==> config.mk <==
export PLATFORM = sky130hd
export DESIGN_NAME = decode_stage_hz
export DESIGN_NICKNAME = d
export VERILOG_FILES = /design/src/rtl/decode_stage_hz.sv
export SDC_FILE = /design/constraint.sdc
export NUM_CORES = 2
export LEC_CHECK = 0
export CORE_ASPECT_RATIO = 0.9
export CORE_MARGIN = 2
export CORE_UTILIZATION = 40
export DETAILED_ROUTE_END_ITERATION = 10
export DONT_BUFFER_PORTS = 1
export PLACE_DENSITY_LB_ADDON = 0.05
export SLEW_MARGIN = 10
export SYNTH_ARGS = -nofsm -noshare
export SYNTH_HDL_FRONTEND = slang
export SYNTH_SLANG_ARGS = --single-unit
==> constraint.sdc <==
create_clock -name clk -period 2.25 [get_ports clk]
set_input_delay 0.3375 -clock clk [delete_from_list [all_inputs] [get_ports clk]]
set_output_delay 0.3375 -clock clk [all_outputs]
set_load 0.03 [all_outputs]
==> src/rtl/decode_stage_hz.sv <==
// Decode stage + ID/EX register: register file with WB write-through bypass,
// load-use bubble insertion, downstream stall hold and a saturating bubble counter.
module decode_stage_hz #(
   parameter int XLEN     = 32,
   parameter int NREG     = 32,
   parameter int CTRL_W   = 9,
   parameter int LOAD_BIT = 1,
   parameter int BCNT_W   = 16,
   localparam int AW      = $clog2(NREG)
) (
   input  logic              clk,
   input  logic              rst,
   input  logic [31:0]       InstrD,
   input  logic              ValidD,
   input  logic [XLEN-1:0]   PCD,
   input  logic [XLEN-1:0]   PCPlus4D,
   input  logic [XLEN-1:0]   ImmExtD,
   input  logic [CTRL_W-1:0] CtrlD,
   input  logic              RegWriteW,
   input  logic [AW-1:0]     RD_W,
   input  logic [XLEN-1:0]   ResultW,
   input  logic              FlushE,
   input  logic              StallE,
   output logic [CTRL_W-1:0] CtrlE,
   output logic              ValidE,
   output logic [XLEN-1:0]   RD1_E,
   output logic [XLEN-1:0]   RD2_E,
   output logic [XLEN-1:0]   Imm_Ext_E,
   output logic [AW-1:0]     RD_E,
   output logic [AW-1:0]     RS1_E,
   output logic [AW-1:0]     RS2_E,
   output logic [XLEN-1:0]   PCE,
   output logic [XLEN-1:0]   PCPlus4E,
   output logic              StallF,
   output logic              StallD,
   output logic [BCNT_W-1:0] BubbleCnt
);

   typedef struct packed {
      logic [CTRL_W-1:0] ctrl;
      logic              valid;
      logic [XLEN-1:0]   rd1;
      logic [XLEN-1:0]   rd2;
      logic [XLEN-1:0]   imm;
      logic [AW-1:0]     rd;
      logic [AW-1:0]     rs1;
      logic [AW-1:0]     rs2;
      logic [XLEN-1:0]   pc;
      logic [XLEN-1:0]   pc4;
   } ex_t;

   logic [XLEN-1:0]         rf_q [NREG];
   logic [1:0][AW-1:0]      rs;
   logic [1:0][XLEN-1:0]    rdata;
   logic [AW-1:0]           rd_d;
   logic                    wb_en;
   logic                    lwstall;
   ex_t                     e_q, e_d;
   logic [BCNT_W-1:0]       bcnt_q, bcnt_d;

   assign rs[0] = AW'(InstrD[19:15]);
   assign rs[1] = AW'(InstrD[24:20]);
   assign rd_d  = AW'(InstrD[11:7]);
   assign wb_en = RegWriteW && (RD_W != '0);

   always_ff @(posedge clk or negedge rst) begin
      if (!rst) begin
         for (int i = 0; i < NREG; i++) rf_q[i] <= '0;
      end else if (wb_en) begin
         rf_q[RD_W] <= ResultW;
      end
   end

   // x0 is forced to zero ahead of the bypass so a stray WB to x0 never leaks
   genvar p;
   for (p = 0; p < 2; p++) begin : g_rd
      assign rdata[p] = (rs[p] == '0)                 ? '0      :
                        (wb_en && (RD_W == rs[p]))    ? ResultW :
                                                        rf_q[rs[p]];
   end

   // Both source fields are treated as used regardless of instruction format
   assign lwstall = ValidD && e_q.valid && e_q.ctrl[LOAD_BIT] && (e_q.rd != '0) &&
                    ((rs[0] == e_q.rd) || (rs[1] == e_q.rd));

   assign StallD = lwstall || StallE;
   assign StallF = StallD;

   always_comb begin
      e_d    = e_q;
      bcnt_d = bcnt_q;
      if (FlushE) begin
         e_d = '0;
      end else if (StallE) begin
         e_d = e_q;
      end else if (lwstall) begin
         e_d = '0;
         if (bcnt_q != '1) bcnt_d = bcnt_q + BCNT_W'(1);
      end else begin
         e_d.ctrl  = ValidD ? CtrlD : '0;
         e_d.valid = ValidD;
         e_d.rd1   = rdata[0];
         e_d.rd2   = rdata[1];
         e_d.imm   = ImmExtD;
         e_d.rd    = rd_d;
         e_d.rs1   = rs[0];
         e_d.rs2   = rs[1];
         e_d.pc    = PCD;
         e_d.pc4   = PCPlus4D;
      end
   end

   always_ff @(posedge clk or negedge rst) begin
      if (!rst) begin
         e_q    <= '0;
         bcnt_q <= '0;
      end else begin
         e_q    <= e_d;
         bcnt_q <= bcnt_d;
      end
   end

   assign CtrlE     = e_q.ctrl;
   assign ValidE    = e_q.valid;
   assign RD1_E     = e_q.rd1;
   assign RD2_E     = e_q.rd2;
   assign Imm_Ext_E = e_q.imm;
   assign RD_E      = e_q.rd;
   assign RS1_E     = e_q.rs1;
   assign RS2_E     = e_q.rs2;
   assign PCE       = e_q.pc;
   assign PCPlus4E  = e_q.pc4;
   assign BubbleCnt = bcnt_q;

endmodule
== Word-level counts from Yosys, hierarchy flattened ==
Cells that the tools add are included.

* Bits in registers: 1,225
* Logic and storage cells: 91

* Add/sub/neg operators: 1
* Bitwise operators: 5
* Reductions and logical operators: 15
* Mux-type cells: 17
* Magnitude comparators: 4
* Eq/ne operators: 6

{| class="wikitable"
|+ Operators by type and width
! kind !! number
|-
| $bwmux 1024 || 1
|-
| $mux 185 || 3
|-
| $bmux 32 s5 || 2
|-
| $mux 32 || 9
|-
| $demux 32 s5 || 1
|-
| $eq 5x5->1 || 4
|-
| $ge 6x6->1 const B || 3
|-
| $not 5->6 || 3
|-
| $add 16x1->16 const B || 1
|-
| $ne 16x16->1 const B || 1
|-
| $logic_not 5->1 || 2
|-
| $reduce_bool 5->1 || 2
|-
| $mux 9 || 1
|-
| $logic_and 1x1->1 || 8
|-
| $lt 6x1->1 const B || 1
|-
| $reduce_and 4->1 || 1
|-
| $logic_or 1x1->1 || 2
|-
| $ne 2x2->1 const B || 1
|-
| $not 1->1 || 2
|}

== Logic depth before layout (Yosys ltp) ==
* Depth in word-level cells: 9
* Gate-level depth with buffers: 11
* Gate-level depth less buffers: 7

== Worst setup path after synthesis ==
OpenSTA, ideal clock, no wires.

* Path type: register to output
* Start point: register e_q (netlist bit RD_E[1])
* End point: output StallF
* Data required time: 1,913 ps
* Cell stages (with the launch flop): 7
* Setup slack: -201 ps
* Arrival time: 2,114 ps
* Cells stage by stage: dfrtp_1 > or4_1 > o2111ai_2 > or2_1 > clkbuf_1 > nand2b_1 > buf_4

* Cells in the longest elaborated chain, start to end: 4
* Elaborated cells on any way between the ends: 7
* Classes of those cells: 2 x eq/ne; 5 x reduce/logical

{| class="wikitable"
|+ Ends and longest elaborated chain
! what !! RTL line !! source
|-
| from (decl) || 58 || <nowiki>ex_t e_q, e_d;</nowiki>
|-
| from (signal assigned) || 115 || <nowiki>e_q <= '0;</nowiki>
|-
| from (signal assigned) || 118 || <nowiki>e_q <= e_d;</nowiki>
|-
| $eq 5x5->1 / $reduce_bool 5->1 (equally long branches) || 84, 83 ||
|-
| $logic_or 1x1->1 / $logic_and 1x1->1 (equally long branches) || 84, 83 ||
|-
| $logic_and 1x1->1 * || 83 || <nowiki>assign lwstall = ValidD && e_q.valid && e_q.ctrl[LOAD_BIT] && (e_q.rd != '0) &&</nowiki>
|-
| $logic_or 1x1->1 * || 86 || <nowiki>assign StallD = lwstall || StallE;</nowiki>
|-
| to (decl) || 34 || <nowiki>output logic StallF,</nowiki>
|}

Every way passes the cells marked *; elsewhere a longest branch is shown, timed or not.

== Final worst setup path ==
* Start point: register e_q (netlist bit RD_E[1])
* End point: output StallD

* Cells in the longest elaborated chain, start to end: 4
* Elaborated cells on any way between the ends: 7
* Classes of those cells: 2 x eq/ne; 5 x reduce/logical

{| class="wikitable"
|+ Ends and longest elaborated chain
! what !! RTL line !! source
|-
| $eq 5x5->1 / $reduce_bool 5->1 (equally long branches) || 84, 83 ||
|-
| $logic_or 1x1->1 / $logic_and 1x1->1 (equally long branches) || 84, 83 ||
|-
| $logic_and 1x1->1 * || 83 ||
|-
| $logic_or 1x1->1 * || 86 ||
|-
| to (decl) || 35 || <nowiki>output logic StallD,</nowiki>
|}

Marks and branches as above.

==> results.yml <==
power:
  powerDensity_nw_per_um2: 861
  power_mw: 63.3
  vdd_ir_drop_max_mv: 0.662
  leakage_nw: 32.4
yosys:
  synth_top_area_share_pct: 49.9
  synth_edf_count: 0
  yosys_warnings: 0
  netlist_area_sq_um: 61400
  synthArstFlopShare_pct: 100
  synthTopCellsByArea: "dfrtp_1 (50%), mux4_2 (14%), mux2_1 (9.2%)"
  synth_top_cells_by_count: "dfrtp_1 (1225), mux2_1 (500), mux2_2 (493)"
  syn_area_per_cell_sq_um: 14.7
  yosysSeqAreaShare_pct: 49.9
  synth-main-ff-cell: "dfrtp_1"
  syn_inst: 4189
  synthesis.nets: 4370
  synth_top_area_cell: "dfrtp_1"
  synth.distinct_cells: 53
  yosys.cell_count.top_type: "dfrtp_1"
  synth-seq-cells: 1225
floorplanning:
  pin_count: 383
  die_area_sq_um: 157000
  fp.dieW_um: 417
  dieHeight_um: 376
  rows: 136
  start_util_pct: 40.2
  fp.coreArea_sq_um: 153000
timing:
  finalSetupTns_ns: -23.81
  hold_ws_ns: -0.762
  worst_pin_slew_ns: 1.42
  max_freq_mhz: 361
  fin_crit_ns: 2.77
  maxSlewViolCount: 0
  rsz0062_at_grt: "true"
  fin_skew_ns: 0.0226
  fin_crit_sh_pct: 123
  setup_slack_ns: -0.518
  hold_viol: 197
  setup_viol: 177
  max-slew-margin-rel_pct: 5.38
detailed_routing:
  drcViolationCount: 0
  drt-total-wl_um: 227000
  dr.pass1.iters: 5
  vias: 40600
  wl_per_cell_um: 35.3
  viasPerCell: 6.29
  drt.antenna.violating_nets: 0
  drt_iter0_markers: 3539
grt:
  grt_max_degree: 325
  grt_pass1_vias: 41500
  grt_usage_pct: 28.6
  grt-ovfl-total: 0
  grt_first_pass_wirelength_um: 322000
  antenna_found_initial: 6
layout:
  drive_gt1_share_pct: 34.3
  final_nets: 4514
  fin_util_pct: 48.2
  area_growth_syn_to_layout_pct: 19.7
cts:
  cts_tree: "yes"
  clockBufferDepth: 3
  holdBufCountCts: 205
  htreeDepth: 4
  cts_num_sinks: 1225
  cts_inserted_buffers: 143
  path_clk_slew_ns: 0.06
  cts_root_buffer: "clkbuf_16"
  clk-insertion-delay-late_ns: 0.80
worst_setup_path:
  cpMaxStageDelayCell: "or4_4"
  cp_num_cells: 6
  crit_fanout: 2
  worstPathRequired_ns: 1.91
  cp-end-kind: "output pin"
  path_delay_family: "simple AND/OR/NAND/NOR gates"
  reg2reg_slack_ns: -0.23
  reg2reg_to: "RD1_E[15]$_DFFE_PN0P_"
  critical_path_class: "reg -> out"
  endpoint: "StallD"
  cp-start-kind: "register"
  r2r_start: "RD_E[2]$_DFFE_PN0P_"
  critPathBufInv: 2
  arrival_ns: 2.43
  critPathMaxStageDelay_ns: 0.55
  path_cells: "or4_4 -> o2111ai_4 -> buf_6 -> or2_4 -> nand2b_4 -> buf_12"
  startpoint: "RD_E[1]$_DFFE_PN0P_"
  ff2ff_path_depth: 13
run:
  cap_violations: 0
placed_design:
  finalWeightedCongestion: 0.780
  placement.io_buffers: 0
  dpl.hpwl_um: 123000
run_status:
  violations: "negative hold slack, negative setup slack"
  status: "finished, violations left"
min_path:
  hold_class: "in -> async"
[worst min path at each step]
| stage | start | slack [ns] | end |
|---|---|---|---|
| floorplan | rst | 0.04 | BubbleCnt[0]$_DFFE_PN0P_ |
| global placement | rst | 0.04 | PCE[26]$_DFFE_PN0P_ |
| detailed placement | rst | 0.04 | PCPlus4E[23]$_DFFE_PN0P_ |
| CTS | rst | -0.83 | PCPlus4E[16]$_DFFE_PN0P_ |
| global route | rst | -0.80 | PCPlus4E[16]$_DFFE_PN0P_ |
| finish | rst | -0.76 | PCPlus4E[16]$_DFFE_PN0P_ |
[stage by stage]
step           worst slack (ns)  cell area [sq um]  std cells  hold slack, ns
6_report                 -0.518              73500       6445          -0.762
5_1_grt                  -0.594              73500       6443          -0.801
4_1_cts                  -0.575              73000       6426          -0.825
3_5_place_dp              -1.04              65000       5935          0.0422
3_3_place_gp              -1.06              65000       5935          0.0422
2_1_floorplan           -0.0944              61400       4189          0.0419
[placed cells by master (no fill, tap or decap), types with 9 or more instances in the layout]
| cell type | count |
|---|---|
| dfrtp_1 | 1224 |
| mux2_1 | 500 |
| mux2_2 | 493 |
| mux4_2 | 385 |
| mux2i_1 | 255 |
| dlygate4sd3_1 | 179 |
| clkbuf_16 | 162 |
| a22o_1 | 152 |
| buf_4 | 126 |
| buf_12 | 125 |
| o221ai_1 | 87 |
| a22oi_1 | 87 |
| a21oi_1 | 77 |
| a221o_1 | 64 |
| nand2_1 | 52 |
| a211oi_1 | 44 |
| o22ai_1 | 40 |
| clkbuf_8 | 37 |
| clkbuf_1 | 34 |
| xor2_1 | 20 |
| nor2_4 | 20 |
| and3_4 | 20 |
| a211oi_2 | 19 |
| clkinv_2 | 17 |
| nand2_4 | 15 |
| xnor2_1 | 14 |
| buf_16 | 13 |
| buf_6 | 13 |
| nand3_1 | 12 |
| a2111oi_0 | 12 |
| and3_1 | 11 |
| and2_4 | 10 |
| nor2_1 | 9 |
| a32o_1 | 9 |
| nand4_1 | 9 |
| buf_8 | 9 |
[cells by family after synthesis]
kind of cell,Yosys count,synth area share [%]
compound gates,614,8.04
xor+xnor,35,0.499
fa+ha+maj,1,0.0204
buf+inv,481,3.42
flops,1225,49.9
mux,1633,36.5
simple gates,200,1.65
[timing repair]
item                        CTS  global route
buffers inserted             21            19
setup endpoints to repair   554           731
pin swaps                    13           133
resized for setup            66            81
hold endpoints to repair   1385           197
cloned                       13            12
[flip-flops by register name, indices dropped and copies added (netlist names)]
signal	flops
RD_E	5
RD2_E	32
RS2_E	5
rf_q	1024
RD1_E	32
PCPlus4E	32
PCE	32
ValidE	1
BubbleCnt	16
CtrlE	9
Imm_Ext_E	32
RS1_E	5
[per-layer routing]
metal | global-route usage [%] | vias up | wire (um) | part of all wire (%)
met5 | 0 | - | 0 | 0
li1 | - | 16600 | - | -
met2 | 45.3 | 1239 | 107000 | 47
met1 | 40.6 | 22400 | 102000 | 45
met3 | 4.59 | 310 | 12400 | 5.5
met4 | 8.74 | 0 | 6730 | 3.0
[layout make-up]
type,instances,area [sq um]
inverters,1,3.75
multi-input cells,2483,29400
clock inverters,32,392
well taps,2001,2500
diodes,3,7.51
clock buffers,221,4390
fillers,13200,79100
flip-flops and latches,1225,30700
repair buffers,479,6220
[power breakdown]
part,switching [mW],leakage (nW),internal (mW)
registers,3.08,15.8,25.7
clock network,9.75,2.36,14.3
logic,4.06,14.2,6.38
total,16.9,32.4,46.4
Note: power is estimated with default switching activity, not from simulation.
